==> config.mk <==
export PLATFORM = sky130hd
export DESIGN_NAME = ram_burst_master_flat
export DESIGN_NICKNAME = d
export VERILOG_FILES = /design/src/rtl/ram_burst_master_if.sv /design/src/rtl/ram_burst_master.sv /design/src/flat_wrapper.sv
export SDC_FILE = /design/constraint.sdc
export NUM_CORES = 1
export LEC_CHECK = 0
export ABC_AREA = 1
export CORE_ASPECT_RATIO = 0.8
export CORE_MARGIN = 2
export CORE_UTILIZATION = 25
export DETAILED_ROUTE_END_ITERATION = 10
export GPL_TIMING_DRIVEN = 1
export PLACE_DENSITY = 0.55
export SETUP_SLACK_MARGIN = 0.05
export SLEW_MARGIN = 0
export SYNTH_ARGS = -nofsm -noshare
export SYNTH_HDL_FRONTEND = slang
export SYNTH_SLANG_ARGS = --single-unit
==> constraint.sdc <==
create_clock -name CLK -period 3.3 [get_ports CLK]
set_input_delay 0.33 -clock CLK [delete_from_list [all_inputs] [get_ports CLK]]
set_output_delay 0.33 -clock CLK [all_outputs]
set_load 0.01 [all_outputs]
==> src/rtl/ram_burst_master_if.sv <==
// rtl/ram_burst_master_if.sv - command, write, read and RAM-port signals of the burst master
interface ram_burst_master_if #(
    parameter int ADDR_W = 6,
    parameter int DATA_W = 16,
    parameter int LEN_W  = 6
) ();
    logic              cmd_valid;
    logic              cmd_ready;
    logic              cmd_write;
    logic [ADDR_W-1:0] cmd_addr;
    logic [LEN_W-1:0]  cmd_len;

    logic              wr_valid;
    logic              wr_ready;
    logic [DATA_W-1:0] wr_data;

    logic              rd_valid;
    logic              rd_ready;
    logic [DATA_W-1:0] rd_data;
    logic              rd_last;

    logic              busy;

    logic              ram_en;
    logic              ram_we;
    logic [ADDR_W-1:0] ram_addr;
    logic [DATA_W-1:0] ram_di;
    logic [DATA_W-1:0] ram_do;

    modport master (
        input  cmd_valid, cmd_write, cmd_addr, cmd_len,
        output cmd_ready,
        input  wr_valid, wr_data,
        output wr_ready,
        output rd_valid, rd_data, rd_last,
        input  rd_ready,
        output busy,
        output ram_en, ram_we, ram_addr, ram_di,
        input  ram_do
    );

    modport slave (
        output cmd_valid, cmd_write, cmd_addr, cmd_len,
        input  cmd_ready,
        output wr_valid, wr_data,
        input  wr_ready,
        input  rd_valid, rd_data, rd_last,
        output rd_ready,
        input  busy,
        input  ram_en, ram_we, ram_addr, ram_di,
        output ram_do
    );
endinterface

==> src/rtl/ram_burst_master.sv <==
// rtl/ram_burst_master.sv - burst read/write initiator for a single-port registered-read RAM
module ram_burst_master #(
    parameter int ADDR_W = 6,
    parameter int DATA_W = 16,
    parameter int LEN_W  = 6
) (
    input  logic              CLK,
    input  logic              rst_n,
    ram_burst_master_if.master bus
);
    typedef enum logic [1:0] {IDLE, WRITE, READ, DRAIN} state_t;

    state_t            state, state_next;
    logic [ADDR_W-1:0] addr, addr_next;
    logic [LEN_W-1:0]  remaining, remaining_next;

    // one read can be outstanding inside the RAM; its tag says whether it is the burst's last beat
    logic              inflight;
    logic              inflight_last;

    logic [DATA_W-1:0] fifo_data [2];
    logic              fifo_last [2];
    logic              fifo_wr_ptr;
    logic              fifo_rd_ptr;
    logic [1:0]        fifo_count;

    logic              pop;
    logic              push;
    logic              issue;
    logic [2:0]        occupancy;

    logic              cmd_ready_c;
    logic              wr_ready_c;
    logic              ram_en_c;
    logic              ram_we_c;

    assign pop  = (fifo_count != 2'd0) && bus.rd_ready;
    assign push = inflight;

    // slots already claimed after this cycle's pop; a new read may only go out if one stays free
    assign occupancy = {1'b0, fifo_count} + {2'b00, inflight} - {2'b00, pop};
    assign issue     = (state == READ) && (occupancy < 3'd2);

    // next-state and RAM command decode
    always_comb begin
        state_next     = state;
        addr_next      = addr;
        remaining_next = remaining;
        cmd_ready_c    = 1'b0;
        wr_ready_c     = 1'b0;
        ram_en_c       = 1'b0;
        ram_we_c       = 1'b0;
        case (state)
            IDLE: begin
                cmd_ready_c = 1'b1;
                if (bus.cmd_valid) begin
                    addr_next      = bus.cmd_addr;
                    remaining_next = bus.cmd_len;
                    state_next     = bus.cmd_write ? WRITE : READ;
                end
            end
            WRITE: begin
                wr_ready_c = 1'b1;
                if (bus.wr_valid) begin
                    ram_en_c       = 1'b1;
                    ram_we_c       = 1'b1;
                    addr_next      = addr + ADDR_W'(1);
                    remaining_next = remaining - LEN_W'(1);
                    if (remaining == '0) begin
                        state_next = IDLE;
                    end
                end
            end
            READ: begin
                if (issue) begin
                    ram_en_c       = 1'b1;
                    addr_next      = addr + ADDR_W'(1);
                    remaining_next = remaining - LEN_W'(1);
                    if (remaining == '0) begin
                        state_next = DRAIN;
                    end
                end
            end
            DRAIN: begin
                if (!inflight && (fifo_count == 2'd0)) begin
                    state_next = IDLE;
                end
            end
            default: state_next = IDLE;
        endcase
    end

    // state, burst address and beat counter registers
    always_ff @(posedge CLK or negedge rst_n) begin
        if (!rst_n) begin
            state     <= IDLE;
            addr      <= '0;
            remaining <= '0;
        end else begin
            state     <= state_next;
            addr      <= addr_next;
            remaining <= remaining_next;
        end
    end

    // track the read sitting in the RAM pipeline; it lands in the FIFO on the following edge
    always_ff @(posedge CLK or negedge rst_n) begin
        if (!rst_n) begin
            inflight      <= 1'b0;
            inflight_last <= 1'b0;
        end else begin
            inflight <= issue;
            if (issue) begin
                inflight_last <= (remaining == '0);
            end
        end
    end

    // two-entry read-return FIFO absorbing RAM latency under response backpressure
    always_ff @(posedge CLK or negedge rst_n) begin
        if (!rst_n) begin
            for (int i = 0; i < 2; i++) begin
                fifo_data[i] <= '0;
                fifo_last[i] <= 1'b0;
            end
            fifo_wr_ptr <= 1'b0;
            fifo_rd_ptr <= 1'b0;
            fifo_count  <= 2'd0;
        end else begin
            if (push) begin
                fifo_data[fifo_wr_ptr] <= bus.ram_do;
                fifo_last[fifo_wr_ptr] <= inflight_last;
                fifo_wr_ptr            <= ~fifo_wr_ptr;
            end
            if (pop) begin
                fifo_rd_ptr <= ~fifo_rd_ptr;
            end
            fifo_count <= fifo_count + {1'b0, push} - {1'b0, pop};
        end
    end

    // the issue throttle guarantees a full FIFO never has a read in flight
    a_no_overflow: assert property (@(posedge CLK) disable iff (!rst_n)
        push |-> (fifo_count != 2'd2));

    assign bus.cmd_ready = cmd_ready_c;
    assign bus.wr_ready  = wr_ready_c;
    assign bus.ram_en    = ram_en_c;
    assign bus.ram_we    = ram_we_c;
    assign bus.ram_addr  = addr;
    assign bus.ram_di    = bus.wr_data;
    assign bus.rd_valid  = (fifo_count != 2'd0);
    assign bus.rd_data   = fifo_data[fifo_rd_ptr];
    assign bus.rd_last   = fifo_last[fifo_rd_ptr];
    assign bus.busy      = (state != IDLE);
endmodule
==> src/flat_wrapper.sv <==
// flat-port wrapper written by rule: the top's interface ports become plain ports
module ram_burst_master_flat 
#(
    parameter int ADDR_W = 6,
    parameter int DATA_W = 16,
    parameter int LEN_W  = 6
)
  (CLK, rst_n, bus_cmd_valid, bus_cmd_write, bus_cmd_addr, bus_cmd_len, bus_cmd_ready, bus_wr_valid, bus_wr_data, bus_wr_ready, bus_rd_valid, bus_rd_data, bus_rd_last, bus_rd_ready, bus_busy, bus_ram_en, bus_ram_we, bus_ram_addr, bus_ram_di, bus_ram_do);
  ram_burst_master_if #(.ADDR_W(ADDR_W), .DATA_W(DATA_W), .LEN_W(LEN_W)) bus_i ();
  input  logic CLK;
  input  logic rst_n;
  input wire logic [$bits(bus_i.cmd_valid)-1:0] bus_cmd_valid;
  input wire logic [$bits(bus_i.cmd_write)-1:0] bus_cmd_write;
  input wire logic [$bits(bus_i.cmd_addr)-1:0] bus_cmd_addr;
  input wire logic [$bits(bus_i.cmd_len)-1:0] bus_cmd_len;
  output wire logic [$bits(bus_i.cmd_ready)-1:0] bus_cmd_ready;
  input wire logic [$bits(bus_i.wr_valid)-1:0] bus_wr_valid;
  input wire logic [$bits(bus_i.wr_data)-1:0] bus_wr_data;
  output wire logic [$bits(bus_i.wr_ready)-1:0] bus_wr_ready;
  output wire logic [$bits(bus_i.rd_valid)-1:0] bus_rd_valid;
  output wire logic [$bits(bus_i.rd_data)-1:0] bus_rd_data;
  output wire logic [$bits(bus_i.rd_last)-1:0] bus_rd_last;
  input wire logic [$bits(bus_i.rd_ready)-1:0] bus_rd_ready;
  output wire logic [$bits(bus_i.busy)-1:0] bus_busy;
  output wire logic [$bits(bus_i.ram_en)-1:0] bus_ram_en;
  output wire logic [$bits(bus_i.ram_we)-1:0] bus_ram_we;
  output wire logic [$bits(bus_i.ram_addr)-1:0] bus_ram_addr;
  output wire logic [$bits(bus_i.ram_di)-1:0] bus_ram_di;
  input wire logic [$bits(bus_i.ram_do)-1:0] bus_ram_do;
  assign bus_i.cmd_valid = bus_cmd_valid;
  assign bus_i.cmd_write = bus_cmd_write;
  assign bus_i.cmd_addr = bus_cmd_addr;
  assign bus_i.cmd_len = bus_cmd_len;
  assign bus_cmd_ready = bus_i.cmd_ready;
  assign bus_i.wr_valid = bus_wr_valid;
  assign bus_i.wr_data = bus_wr_data;
  assign bus_wr_ready = bus_i.wr_ready;
  assign bus_rd_valid = bus_i.rd_valid;
  assign bus_rd_data = bus_i.rd_data;
  assign bus_rd_last = bus_i.rd_last;
  assign bus_i.rd_ready = bus_rd_ready;
  assign bus_busy = bus_i.busy;
  assign bus_ram_en = bus_i.ram_en;
  assign bus_ram_we = bus_i.ram_we;
  assign bus_ram_addr = bus_i.ram_addr;
  assign bus_ram_di = bus_i.ram_di;
  assign bus_i.ram_do = bus_ram_do;
  ram_burst_master #(.ADDR_W(ADDR_W), .DATA_W(DATA_W), .LEN_W(LEN_W)) u_core (.CLK(CLK), .rst_n(rst_n), .bus(bus_i));
endmodule
==> metrics.txt <==
fin crit share=88.8%; CP Capture Type=output port; Post-Route Skew=7.42 ps; total power=about 3.9 mW; Fill cells=1257; Area Growth Syn to Fin=25.7%; syn nets=437; worst-skew pair later-pin latency=about 300 ps; grt ovf=0; Pre-antenna DRT Iters=4; final core occ=approximately 32%; die height=~100 um; top post-synthesis cells by area=dfrtp_1 (45%), nand2_1 (19%), o21ai_2 (5.6%), inv_1 (4.8%), buf_4 (4.3%); TritonCTS Buffers=5; critical path type=register to output port; Crit-path slowest cell=fa_1; proportion of synthesized chip area in sequential cells=a little under half; Die Wd=approximately 130 um; Post CTS Setup Buffer Count=0; switching share of power=between 40% and 50%; top_reg_cell synth=dfrtp_1; Clk pwr share=between 10% and 20%; critical path arrival=2600 ps; synthesized area=roughly 3000 sq um; maxcap violations=0; mux share of post-synthesis cell area=less than 1%; Clock Path Buffers=2; Routed Antenna Nets=0; Core Rows=35; Gate power share=between 50 and 60%; syn avg cell area=between 7 and 8 sq um; Synth Area in XOR/XNOR=less than 1%; Post-synth EDFFs=0; Peak VDD IR=around 380 uV; crit-path most repeated cell=inv_1; hold crit path type=input port to async pin; die area=between 10000 and 15000 sq um; Worst EP required=~3000 ps; synth unique cells=28; Yosys Warn Count=0; unrepaired setup endpoints after global routing=no; input/output buffers=between 60 and 70; post-place setup slack=between 60 and 70 ps; Starting DRT DRC Count=126; Lkg Pwr=1.88 nW; I/O Pins=95; CP startpoint kind=register; largest net degree at the start of global routing=46; Core Box Area=around 12000 sq um; ANT cells=0; DP Wirelength=~4500 um; sequential group share of total power=a little under a third; R2R Setup Slk=~700 ps; fin worst setup slack=between 300 and 400 ps; Fin. Hold Viols=0; first-pass GRT wire length=approximately 11000 um; clk root buf=clkbuf_16; fraction of layout instances using a drive strength above 1=a little over a tenth; status=completed; flops & latches, synth=54; Compound-Gate Fraction of Synth Area=between 10% and 20%; clk slew on worst S/H paths=70 ps; clk sinks=54; Starting Density=around 26%; Synth async-reset ratio=between 90% and 100%; Max-slew headroom=approximately 31%; post-route cell area=roughly 3700 sq um; final setup fails=0; H-Tree Depth=2; most frequent cells after synthesis=nand2_1 (153), dfrtp_1 (54), inv_1 (38); placer congestion estimate=0.721; area leader, netlist=dfrtp_1; FMAX=about 340 MHz; TNS Setup=0 ps; TritonCTS clock tree=built; vias in the first global route=roughly 2300; Cell Int Power=~2.3 mW; PwrDens=between 1000 and 1500 nW/um^2; most numerous cell in the Yosys netlist=nand2_1; Routed WL per cell=11.3 um; routed vias/inst=approximately 4.2; Post-Layout Cell Count=570; Worst-Margin Slew=approximately 1000 ps; CP Cell Sequence=nor2_1 > inv_1 > nand2_1 > inv_1 > ha_1 > inv_1 > ha_1 > fa_1 > inv_1 > nand3_2 > nor2_2 > o21a_1 > clkbuf_2; post-synthesis adder-cell area fraction=approximately 4.5%; initial antenna violation count=0; simple logic cell fraction of the synthesized area=approximately 26%; final-stage net count=a little under 500; aggregate routed wire length=between 6000 and 7000 um; Slew Viols, Final=0; Synth top area share=roughly 45%; Post-Place Cells=562; CP max stage delay=490 ps; largest family of logic cells by synthesized area=simple AND/OR/NAND/NOR gates; NetSw=1.64 mW; WHS=approximately 220 ps; Post-DP Area=3590 sq um; drt drc=0; Crit Path Max Fanout=3; vias=roughly 2400; min cycle time layout=~2900 ps; Cells after Synth=roughly 380; GRT Overall Usage=between 10% and 20%
## logic make-up after synthesis
| logic type | after synthesis |
|---|---|
| and+or+nand+nor | 190 |
| buffers and inverters | 71 |
| DFF | 54 |
| AOI/OAI and AO/OA | 48 |
| adders and majority gates | 10 |
| xor gates and xnor gates | 2 |
| muxes | 2 |
## what timing repair did
item,4_1_cts,5_1_grt
hold buffers,0,0
setup endpoints to repair,1,1
resized for setup,1,3
## worst paths after layout
path,endpoint,depth (start not counted),from
min in group CLK,u_core.fifo_data[27],2,u_core.fifo_data[27]
max in group asynchronous,u_core.fifo_data[25],2,rst_n
max reg2reg,u_core.bus.ram_addr[3],15,u_core.fifo_count[1]
max,bus_ram_en,13,u_core.fifo_count[1]
min,u_core.bus.ram_addr[1],1,rst_n
min reg2reg,u_core.fifo_data[27],2,u_core.fifo_data[27]
## registers in the layout, summed over array words and instances, names as in the netlist
signal,flops
u_core.bus.ram_addr,6
u_core.inflight_last,1
u_core.fifo_rd_ptr,1
u_core.fifo_count,2
u_core.fifo_data,32
u_core.state,2
u_core.inflight,1
u_core.fifo_wr_ptr,1
u_core.remaining,6
u_core.fifo_last,2
## power by group through the flow
stage / logic (mW) / clock network, mW / registers [mW]
floorplan: 1.44 / 0 / 1.21
detailed placement: 2.17 / 0 / 1.24
global route: 2.44 / 0.592 / 1.28
finish: 2.13 / 0.550 / 1.23
global placement: 2.12 / 0 / 1.23
CTS: 2.17 / 0.576 / 1.23
## layer usage
layer / global-route usage [%] / vias to the layer above / part of all wire, % / wire length [um]
li1: - / 1240 / - / -
met1: 13.7 / 1085 / 48 / 3090
met2: 17.4 / 61 / 45 / 2890
met3: 3.54 / 7 / 6.3 / 403
met4: 3.04 / 0 / 0.82 / 53
met5: 0 / - / 0 / 0
## critical path, delay by kind of cell, from the launching register on
family          cells  cell delay, ps
compound gates      1             120
fa+ha+maj           3             950
buf+inv             5             370
flops               1             410
simple gates        4             470
## layout make-up
type | instances | area (sq um) | area share (%)
sequential | 54 | 1350 | 36.1
clock inverter | 2 | 16.3 | 0.434
inverter | 43 | 161 | 4.31
tap | 148 | 185 | 4.94
multi-input combinational | 252 | 1260 | 33.6
timing repair buffer | 65 | 633 | 16.9
clock buffer | 6 | 139 | 3.71
## placed cells by master (no fill, tap or decap), types with 2 or more instances in the layout
master and instances:
nand2_1 153, clkdlybuf4s50_1 60, dfrtp_1 54, inv_1 38, o21ai_0 23, o21ai_2 19
nand3_1 13, nor2_1 11, ha_1 9, nand4_1 5, clkbuf_16 5, inv_2 4
buf_4 3, nor2_2 2, o21a_1 2, or2_2 2, nand2_2 2, mux2i_1 2
xor2_1 2, o21ai_1 2
No activity file was read; power rests on OpenSTA's default activity.
==> RTL change 1, RTL diff (same flow settings) <==
`addr` no longer has a reset.
--- a/src/rtl/ram_burst_master.sv
+++ b/src/rtl/ram_burst_master.sv
@@ -95,11 +95,13 @@
         if (!rst_n) begin
             state     <= IDLE;
-            addr      <= '0;
             remaining <= '0;
         end else begin
             state     <= state_next;
-            addr      <= addr_next;
             remaining <= remaining_next;
         end
+    end
+
+    always_ff @(posedge CLK) begin
+        addr <= addr_next;
     end
 
Behaviour: not the same (Yosys sat finds a counterexample within 4 cycles, from zero or initial values and one cycle with rst_n low).
==> RTL change 1 against the original RTL <==
- area after synthesis is 0.76% lower
- sequential cell count stayed put
- via count shrank 4.6%
- wire length shrank 4.7%
- sequential share of layout area increased by 0.83 points
- synthesized cell count down 4.2%
- design area is essentially flat
- clock skew is 0.0048 ns lower
- combinational power is 2% lower
- non-clock buffer count increased by 1
- setup slack worse by 0.062 ns
- power increased by 0.22%
- die area decreased by 0.73%
- critical path type unchanged
- largest power group unchanged
- highest routed layer unchanged
==> RTL change 1: results (changes against the original RTL) <==
global_route:
  grt_pass1_wl_um: 10400  # -4.9%
  grt_max_degree: 49  # +6.5%
  grt_util_all_layers_pct: 10.1  # -0.56 points
placed_design:
  pre_cts_ws_ns: 0.113  # +0.0448 ns
  placedInstanceArea_mm2: 0.00357  # -0.63%
  dpl.cell_count: 546  # -2.8%
  hpwl_um: 4230  # -6.2%
  gp_congestion: 0.719  # -0.21%
critical_path:
  cp_max_fo: 2  # -1
  slowest_delay_ns: 0.53  # +0.04 ns
  slowest_stage: "fa_1"
synth:
  synthTopCellsByArea: "dfrtp_1 41%, nand2_1 17%, edfxtp_1 6.1%, o21ai_2 5.0%, inv_1 4.8%"
  syn_nets: 421  # -3.7%
  synth_compound_area_share_pct: 10.3  # -0.43 points
  synth_enable_flop_cells: 6  # +6
  synthXorXnorAreaFrac_pct: 0.889  # +0.30 points
  async_flop_share_pct: 88.9  # -11 points
  yosysSeqAreaShare_pct: 46.7  # +1.4 points
  synthAdderAreaFrac_pct: 4.49  # +0.034 points
  synthTopCellsByCount: "132 x nand2_1, 48 x dfrtp_1, 38 x inv_1"
  synth_mux_area_share_pct: 0.339  # -0.33 points
  synthCells: 361  # -4.2%
status:
  outcome: "finished clean"
clock_network:
  insertion_delay_ns: 0.29
  clockBufferDepth: 2  # unchanged
route:
  viasPerCell: 4.12  # -1.9%
  wl_um: 6130  # -4.7%
  via_count: 2282  # -4.6%
  drt-initial-drc-count: 102  # -19%
finish:
  fill_cells: 1223  # -2.7%
  diodes: 0  # unchanged
  max_flop_register: "u_core.fifo_data"
power_and_ir_drop:
  p_leak_nw: 1.84  # -2.2%
  peakVddDrop_v: 0.000409  # +8.4%
timing:
  slew_headroom_pct: 26.5  # -4.8 points
  worst_clock_skew_ns: 0.00264  # -0.00478 ns
RTL change 1: path summary, 6_finish.rpt:
| check | from | endpoint | slack, ns | depth (start not counted) |
|---|---|---|---|---|
| setup / recovery | u_core.fifo_count[1] | bus_ram_en | 0.31 | 13 |
| hold / removal | rst_n | u_core.remaining[4] | 0.24 | 1 |
| setup reg to reg | u_core.fifo_count[1] | u_core.bus.ram_addr[5] | 0.70 | 13 |
| hold reg to reg | u_core.fifo_data[1] | u_core.fifo_data[1] | 0.48 | 2 |
| max in group asynchronous | rst_n | u_core.fifo_data[8] | 2.37 | 1 |
| min in group CLK | u_core.fifo_data[1] | u_core.fifo_data[1] | 0.48 | 2 |
RTL change 1: metal layers:
metal	global-route usage, %	up-vias	part of all wire, %	routed length, µm
met3	3.17	11	5.9	363
met5	0	-	0	0
met2	17.2	59	45	2740
li1	-	1187	-	-
met1	12.7	1025	48	2970
met4	2.48	0	0.91	56
RTL change 1: layout make-up:
cell class              count  area (µm²)  share of cell area (%)
multi-input cells         236        1210                    32.4
repair buffers             66         644                    17.2
inverters                  43         161                    4.31
clock buffers               6         150                    4.01
well taps                 148         185                    4.95
flip-flops and latches     54        1380                    36.9
clock inverters             1        8.76                   0.234
RTL change 1: report_power, final:
part           internal [W]  switching (W)
clock              0.000325       0.000229
combinational      0.000949        0.00113
sequential          0.00106       0.000222
RTL change 1: worst register-to-register path: cells and delay by family, from the launching register on:
kind                       cells  cell delay [ns]
adders and majority gates      3             0.95
and+or+nand+nor                5             0.55
buffers and inverters          5             0.42
DFF                            1             0.40
RTL change 1: what timing repair did:
action / 4_1_cts / 5_1_grt
gates resized for setup: 3 / 0
endpoints found under the setup margin: 1 / 0
buffers inserted: 1 / 0
==> RTL change 2, RTL diff (config.mk and constraints unchanged) <==
Without the edit above. `DATA_W` is set to 16 in 3 places; all go to 24.
--- a/src/rtl/ram_burst_master_if.sv
+++ b/src/rtl/ram_burst_master_if.sv
@@ -2,5 +2,5 @@
 interface ram_burst_master_if #(
     parameter int ADDR_W = 6,
-    parameter int DATA_W = 16,
+    parameter int DATA_W = 24,
     parameter int LEN_W  = 6
 ) ();
--- a/src/rtl/ram_burst_master.sv
+++ b/src/rtl/ram_burst_master.sv
@@ -2,5 +2,5 @@
 module ram_burst_master #(
     parameter int ADDR_W = 6,
-    parameter int DATA_W = 16,
+    parameter int DATA_W = 24,
     parameter int LEN_W  = 6
 ) (
--- a/src/flat_wrapper.sv
+++ b/src/flat_wrapper.sv
@@ -3,5 +3,5 @@
 #(
     parameter int ADDR_W = 6,
-    parameter int DATA_W = 16,
+    parameter int DATA_W = 24,
     parameter int LEN_W  = 6
 )
Ports: changed (resized bus_ram_di, bus_ram_do, bus_rd_data and bus_wr_data); port bits go from 95 to 127. The function was not compared with the original's and may differ.
==> RTL change 2 against the original RTL <==
- sequential cell count rose by 16
- via count increased by 28%
- design area is 29% higher
- global-route usage rose by 0.62 points
- area after synthesis is 26% higher
- non-clock buffer count is 19 higher
- power grew 35%
- wire length is 32% higher
- setup slack worse by 0.0059 ns
- utilization is 0.17 points higher
- count of clock-buffer cells in the layout rose by 5
- combinational power increased by 23%
- highest routed layer unchanged
==> RTL change 2: results (changes against the original RTL) <==
status:
  outcome: "finished clean"
route:
  routed-wl-met2_um: 3860  # +34%
  wl_um: 8470  # +32%
  viasPerCell: 4.28  # +1.9%
  met1_length_um: 3950  # +28%
  drt-initial-drc-count: 136  # +7.9%
  wl_met3_um: 560  # +39%
  drt-pass1-iter-count: 6  # +2
synth:
  synthTopCellsByCount: "190 x nand2_1, 70 x dfrtp_1, 46 x inv_1"
  syn_nets: 548  # +25%
  synthTopCellsByArea: "dfrtp_1 47%, nand2_1 19%, o21ai_2 6.3%, buf_4 4.8%, inv_1 4.6%"
  synth_cell_type_count: 27  # -3.6%
  yosysSeqAreaShare_pct: 46.5  # +1.2 points
  synthCells: 472  # +25%
min_path:
  min_path_type: "input port to asynchronous set/reset pin"
global_route:
  use_met2_pct: 18.6  # +1.3 points
  grt_util_all_layers_pct: 11.3  # +0.62 points
  use_met3_pct: 3.95  # +0.41 points
  grt_pass1_vias: 3112  # +35%
  use_met1_pct: 14.0  # +0.27 points
  grt_max_degree: 71  # +54%
  grt_pass1_wl_um: 14600  # +33%
  antenna_found_initial: 0  # unchanged
finish:
  design.seq.count: 70  # +30%
  num-nonclk-inverters: 51  # +19%
  drive_gt1_share_pct: 11.2  # +0.75 points
  buffers: 84  # +29%
  clk_share_pct: 6.67  # +2.5 points
  clkbuf_count: 11  # +5
  max_flop_register: "u_core.fifo_data"
  stdcell_count: 717  # +26%
  multiInputGateArea_mm2: 0.00152  # +21%
  fill_cells: 1572  # +25%
  fin_nets: 600  # +25%
  buf_share_pct: 16.9  # about the same
  largest_register_ffs: 48  # +50%
  seq_share_pct: 36.2  # +0.10 points
  nMultiInputCombCells: 308  # +22%
power_and_ir_drop:
  p_leak_nw: 2.41  # +28%
  peakVddDrop_v: 0.000477  # +26%
placed_design:
  gp_congestion: 0.747  # +3.7%
  hpwl_um: 5660  # +25%
  port-buffer-count: 78  # +26%
  dpl.cell_count: 702  # +25%
critical_path:
  cp_max_fo: 3  # unchanged
  reg2regPathDepth: 15  # unchanged
  reg2reg_to: "u_core.remaining[0]"
  arrival_ns: 2.61  # about the same
clock_network:
  numCtsBuffers: 9  # +4
  h-tree-depth: 3  # +1
  insertion_delay_ns: 0.33  # +0.03 ns
  clk_pin_slew_ns: 0.05  # -0.02 ns
timing:
  slew_headroom_pct: 38.5  # +7.3 points
  worst_clock_skew_ns: 0.00407  # -0.00335 ns
==> RTL change 2: cell types whose count changed after synthesis, sizes merged, moves of 7 or more <==
cell	delta
o21ai	+18
inv	+7
nand2	+35
dfrtp	+16
buf	+13
==> RTL change 2: metrics by stage <==
stage	worst slack [ns]	hold slack, ns	total power [W]	instance area, µm²
2_1_floorplan	0.804	0.0344	0.00327	3770
3_3_place_gp	0.115	0.464	0.00417	4510
3_5_place_dp	0.0872	0.469	0.00425	4510
4_1_cts	0.186	0.163	0.00534	4840
5_1_grt	0.142	0.215	0.00577	4840
6_report	0.364	0.129	0.00525	4840
==> RTL change 2: power by group <==
part	internal, W	switching, W	total (W)
clock	0.000695	0.000347	0.00104
sequential	0.00131	0.000281	0.00159
combinational	0.00120	0.00143	0.00262
==> RTL change 2: how the worst max path moves through the flow <==
stage | cells after the start | slack (ns) | startpoint | to
after global routing | 13 | 0.14 | u_core.fifo_count[1] | bus_ram_en
final | 13 | 0.36 | u_core.fifo_count[1] | bus_ram_en
after global placement | 12 | 0.12 | bus_rd_ready | bus_ram_en
after floorplan | 12 | 0.80 | u_core.fifo_count[1] | bus_ram_en
after CTS | 13 | 0.19 | u_core.fifo_count[1] | bus_ram_en
after detailed placement | 12 | 0.09 | bus_rd_ready | bus_ram_en
==> RTL change 2: logic make-up after synthesis <==
kind of cell	after synthesis	share of synthesized area [%]
buffers and inverters	94	13.4
AND/OR/NAND/NOR	227	23.9
multiplexers	2	0.532
flip-flops	70	46.5
XOR/XNOR	2	0.465
AO/OA/AOI/OAI	67	11.7
adder cells (fa/ha/maj)	10	3.52
==> RTL change 2: what timing repair did <==
action                                 4_1_cts  5_1_grt
pin swaps                                    0        0
buffers inserted                             0        0
endpoints found under the hold margin        0        0
setup endpoints to repair                    1        1
cloned                                       0        0
resized for setup                            3        3
